### src/rtl/booth_mul_seq_pkg.sv
// Shared encodings for the sequential radix-2 Booth multiplier.
// Holds the FSM states, the Booth recode operations and the iteration count.
package booth_mul_seq_pkg;

  localparam int WIDTH = 32;
  localparam int ITER  = 32;
  localparam int CNT_W = 6;

  typedef enum logic [1:0] {
    ST_IDLE = 2'd0,
    ST_RUN  = 2'd1,
    ST_DONE = 2'd2
  } state_e;

  typedef enum logic [1:0] {
    BOOTH_NOP = 2'd0,
    BOOTH_ADD = 2'd1,
    BOOTH_SUB = 2'd2
  } booth_e;

  // {Q[0], q-1}: 01 adds M, 10 subtracts M, 00/11 leave A unchanged.
  function automatic booth_e booth_recode(input logic q0, input logic qm1);
    booth_e op;
    case ({q0, qm1})
      2'b01:   op = BOOTH_ADD;
      2'b10:   op = BOOTH_SUB;
      default: op = BOOTH_NOP;
    endcase
    return op;
  endfunction

endpackage

### src/rtl/booth_mul_seq_yarith.sv
// 32-bit add/subtract unit: z = a + b (ctrl=0) or a - b (ctrl=1).
// Subtraction is formed as a + ~b + 1; cout is the carry out of bit 31.
module yArith (
  output logic [31:0] z,
  output logic        cout,
  input  logic [31:0] a,
  input  logic [31:0] b,
  input  logic        ctrl
);

  logic [31:0] b_eff;
  logic [32:0] sum;

  assign b_eff = ctrl ? ~b : b;
  assign sum   = {1'b0, a} + {1'b0, b_eff} + 33'(ctrl);
  assign z     = sum[31:0];
  assign cout  = sum[32];

endmodule

### src/rtl/booth_mul_seq.sv
// Sequential signed 32x32->64 multiplier: radix-2 Booth over 32 iterations,
// sharing one yArith add/subtract unit; start/ready/done handshake.
module booth_mul_seq
  import booth_mul_seq_pkg::*;
(
  input  logic        clk,
  input  logic        rst,
  input  logic        start,
  input  logic [31:0] a,
  input  logic [31:0] b,
  output logic        ready,
  output logic        busy,
  output logic        done,
  output logic [63:0] product
);

  state_e             state_q;
  logic [WIDTH-1:0]   m_q;
  logic [WIDTH-1:0]   a_q;
  logic [WIDTH-1:0]   q_q;
  logic               qm1_q;
  logic [CNT_W-1:0]   cnt_q;
  logic [2*WIDTH-1:0] product_q;

  booth_e             op;
  logic               ctrl;
  logic [WIDTH-1:0]   unit_z;
  logic               unit_cout;
  logic [WIDTH-1:0]   s;
  logic               s32;
  logic               beff_msb;
  logic [WIDTH-1:0]   a_d;
  logic [WIDTH-1:0]   q_d;
  logic               accept;
  logic               last_iter;

  assign op   = booth_recode(q_q[0], qm1_q);
  assign ctrl = (op == BOOTH_SUB);

  yArith u_arith (
    .z    (unit_z),
    .cout (unit_cout),
    .a    (a_q),
    .b    (m_q),
    .ctrl (ctrl)
  );

  // Bit 32 of the sign-extended sum keeps A exact even when M = -2^31.
  always_comb begin
    beff_msb = ctrl ? ~m_q[WIDTH-1] : m_q[WIDTH-1];
    s        = a_q;
    s32      = a_q[WIDTH-1];
    if (op != BOOTH_NOP) begin
      s   = unit_z;
      s32 = a_q[WIDTH-1] ^ beff_msb ^ unit_cout;
    end
    a_d = {s32, s[WIDTH-1:1]};
    q_d = {s[0], q_q[WIDTH-1:1]};
  end

  assign accept    = start && (state_q != ST_RUN);
  assign last_iter = (cnt_q == CNT_W'(ITER - 1));

  always_ff @(posedge clk) begin
    if (rst) begin
      state_q   <= ST_IDLE;
      m_q       <= '0;
      a_q       <= '0;
      q_q       <= '0;
      qm1_q     <= 1'b0;
      cnt_q     <= '0;
      product_q <= '0;
    end else begin
      case (state_q)
        ST_RUN: begin
          a_q   <= a_d;
          q_q   <= q_d;
          qm1_q <= q_q[0];
          cnt_q <= cnt_q + 1'b1;
          if (last_iter) begin
            product_q <= {a_d, q_d};
            state_q   <= ST_DONE;
          end
        end
        default: begin
          if (accept) begin
            m_q     <= a;
            q_q     <= b;
            a_q     <= '0;
            qm1_q   <= 1'b0;
            cnt_q   <= '0;
            state_q <= ST_RUN;
          end else begin
            state_q <= ST_IDLE;
          end
        end
      endcase
    end
  end

  assign ready   = (state_q == ST_IDLE) || (state_q == ST_DONE);
  assign busy    = (state_q == ST_RUN);
  assign done    = (state_q == ST_DONE);
  assign product = product_q;

endmodule
### config.mk
export PLATFORM = sky130hd
export DESIGN_NAME = booth_mul_seq
export DESIGN_NICKNAME = d
export VERILOG_FILES = /design/src/rtl/booth_mul_seq_pkg.sv /design/src/rtl/booth_mul_seq_yarith.sv /design/src/rtl/booth_mul_seq.sv
export SDC_FILE = /design/constraint.sdc
export NUM_CORES = 1
export LEC_CHECK = 0
export CORE_MARGIN = 2
export CORE_UTILIZATION = 30
export CTS_CLUSTER_SIZE = 8
export DETAILED_ROUTE_END_ITERATION = 7
export PLACE_DENSITY = 0.47
export SYNTH_ARGS = -nofsm -noshare
export SYNTH_HDL_FRONTEND = slang
export SYNTH_SLANG_ARGS = --single-unit
### constraint.sdc
create_clock -name clk -period 6 [get_ports clk]
set_clock_uncertainty 0.05 [all_clocks]
set_input_delay 1.2 -clock clk [delete_from_list [all_inputs] [get_ports clk]]
set_output_delay 1.2 -clock clk [all_outputs]
set_load 0.01 [all_outputs]
==> flow_metrics.py <==
metrics = {
    "timing": {
        "min_period_over_period_pct": 59.4,
        "max_freq_ghz": 0.281,
        "finalHoldViolations": 0,
        "rsz0062_at_grt": "no",
        "drv_slew": 0,
        "tightest_slew_ns": 1.01,
        "min_period_ns": 3.56,
        "maxSlewHeadroom_pct": 32.9,
        "hold_ws_ns": 0.406,
        "setup_viol": 0,
        "fin_tns_setup_ns": 0,
    },
    "clock_network": {
        "post_cts_resized": 0,
        "path_clk_slew_ns": 0.08,
        "clk_path_buf_depth": 2,
        "cts_hold_buf": 0,
        "cts_tree": "built",
        "cts_buffers": 17,
        "postCtsSetupRepairBufs": 0,
        "h-tree-depth": 4,
        "clkSinkCount": 169,
        "clockRootBuffer": "clkbuf_16",
        "clk_latency_ns": 0.44,
    },
    "status": {
        "status": "complete, no violations",
    },
    "synthesis": {
        "synth-seq-area-share_pct": 39.1,
        "syn_avg_cell_area_um2": 8.07,
        "synth_area_leader_cell": "dfxtp_1",
        "synth_area_leaders": "dfxtp_1 39%, nand2_1 8.7%, a21oi_1 7.1%, ha_1 4.9%, nor2_1 4.4%",
        "synth_cell_types": 69,
        "synth_top_area_share_pct": 39.1,
        "synthesis.nets": 1175,
        "synth_edf_count": 0,
        "ys_ff_latch": 169,
        "netlist_area_um2": 8660,
        "syn_inst": 1073,
        "ys_async_sr_fraction_pct": 0,
        "yosys_warnings": 0,
        "yosys_most_used_dff": "dfxtp_1",
    },
    "final_layout": {
        "syn2layout_area_growth_pct": 25.5,
        "instances_no_fill": 1555,
        "final_cell_mix": "201 x nand2_1, 169 x dfxtp_1, 131 x clkdlybuf4s50_1",
        "utilization_pct": 38.0,
        "diodes": 0,
        "num-nets-final": 1260,
        "drive_gt1_share_pct": 6.15,
        "mostFrequentLayoutCell": "nand2_1",
    },
    "hold_path": {
        "min-delay-start": "product[29]",
        "hold_path_class": "reg -> reg",
        "hold_depth": 2,
        "holdPathEnd": "product[29]",
    },
    "route": {
        "drt-initial-drc-count": 400,
        "ant_nets": 0,
        "drc_errors": 0,
        "via_count": 7564,
        "drt_pre_antenna_iters": 4,
        "wl_per_cell_um": 15.8,
        "vias_per_cell": 4.86,
        "totalWireLength_um": 24600,
    },
    "place": {
        "gp_congestion": 0.874,
        "placement.io_buffers": 133,
        "hpwl_um": 16800,
        "dpl.cell_count": 1523,
    },
    "global_route": {
        "grt_max_degree": 92,
        "grt_first_pass_wirelength_um": 40200,
        "grt_pass1_vias": 7428,
        "overflow": 0,
        "grt_use_total_pct": 16.5,
        "antenna_found_initial": 1,
    },
    "worst_setup_path": {
        "r2r_start": "q_q[0]",
        "cp.depth": 13,
        "worstSetupPathType": "reg -> reg",
        "critPathMaxStageDelay_ns": 0.41,
        "r2r_setup_slack_ns": 2.44,
        "crit_chain": "ha_1, buf_4, xor2_1, ha_1, a21oi_1, o21ai_1, o41ai_1, o21a_1, o21ai_1, a211oi_2, mux2_2, a21oi_1, nor3_1",
        "cp_max_fo": 16,
        "cp_num_buf_inv": 1,
        "timing.critical_path.to_type": "register",
        "required_ns": 6.22,
        "cp_top_family": "compound AO/OA/AOI/OAI gates",
        "start_kind": "register",
        "rr_endpoint": "product[59]",
        "reg2regPathDepth": 13,
        "cpMaxStageDelayCell": "a211oi_2",
        "crit_arrival_ns": 3.79,
    },
    "die": {
        "coreArea_um2": 28500,
        "die_w_um": 174,
        "io_pins": 134,
        "die_h_um": 174,
        "dieArea_um2": 30200,
        "initial_utilization_pct": 30.3,
        "row_count": 62,
    },
    "power": {
        "power_uw": 2740,
        "vdd_drop_max_v": 0.000166,
        "leakagePower_uw": 0.00420,
        "p_per_area_nw_per_um2": 253,
    },
    "flow_run": {
        "drv_cap": 0,
    },
}
-- area by class of cell --
| class | instances | area, um^2 |
|---|---|---|
| Fill cell | 3033 | 17700 |
| Multi-Input combinational cell | 813 | 4920 |
| Sequential cell | 169 | 3380 |
| Timing Repair Buffer | 145 | 1410 |
| Tap cell | 384 | 480 |
| Clock buffer | 17 | 425 |
| Clock inverter | 15 | 189 |
| Inverter | 12 | 45.0 |
-- Yosys cell counts, types with 10 or more instances --
master	number
a211oi_1	43
a21o_1	19
a21oi_1	122
a22o_1	10
and3_1	10
clkbuf_1	63
dfxtp_1	169
ha_1	34
inv_1	12
mux2i_1	38
nand2_1	201
nand3_1	14
nor2_1	102
nor3_1	20
nor3b_1	12
o21ai_0	38
xnor2_1	19
xor2_1	37
-- cell families after synthesis --
logic type / share of synthesized area [%]
mux: 4.78
simple gates: 20.3
flops: 39.1
compound gates: 20.8
xor+xnor: 5.67
buf+inv: 4.28
fa+ha+maj: 5.15
-- where the power goes --
| part | internal, uW | switching (uW) | total, uW |
|---|---|---|---|
| Sequential | 1160 | 31.9 | 1190 |
| Combinational | 168 | 241 | 409 |
| Clock | 574 | 570 | 1140 |
-- worst min-delay path, delay by kind of cell (launching register included) --
kind / cells / cell delay (ns)
AOI/OAI and AO/OA: 1 / 0.05
DFF: 1 / 0.31
and+or+nand+nor: 1 / 0.05
-- routing by layer --
metal | vias to the layer above | GRT usage, % | part of all wire [%]
li1 | 3898 | - | -
met1 | 3503 | 22.0 | 48
met2 | 136 | 27.2 | 46
met3 | 25 | 3.27 | 3.6
met4 | 2 | 4.38 | 1.6
met5 | - | 0 | 0.032
-- through the flow --
step | cell area [um^2] | setup slack [ns]
floorplan | 8660 | 2.67
global route | 10900 | 2.12
CTS | 10900 | 2.45
detailed placement | 10200 | 2.52
global placement | 10200 | 2.56
finish | 10900 | 2.44
-- how the worst max path moves through the flow --
stage                   to        from  slack [ns]
3_5_place_dp   product[59]      q_q[0]        2.52
4_1_cts               busy  state_q[1]        2.45
3_3_place_gp   product[60]      q_q[0]        2.56
2_1_floorplan  product[59]      q_q[0]        2.67
5_1_grt            a_q[28]      q_q[0]        2.12
6_report       product[59]      q_q[0]        2.44
-- registers in the layout (all words and copies together), names as in the netlist --
name     flops
cnt_q        6
q_q         32
m_q         32
a_q         32
qm1_q        1
product     64
state_q      2
Note: power is estimated with default switching activity, not from simulation.
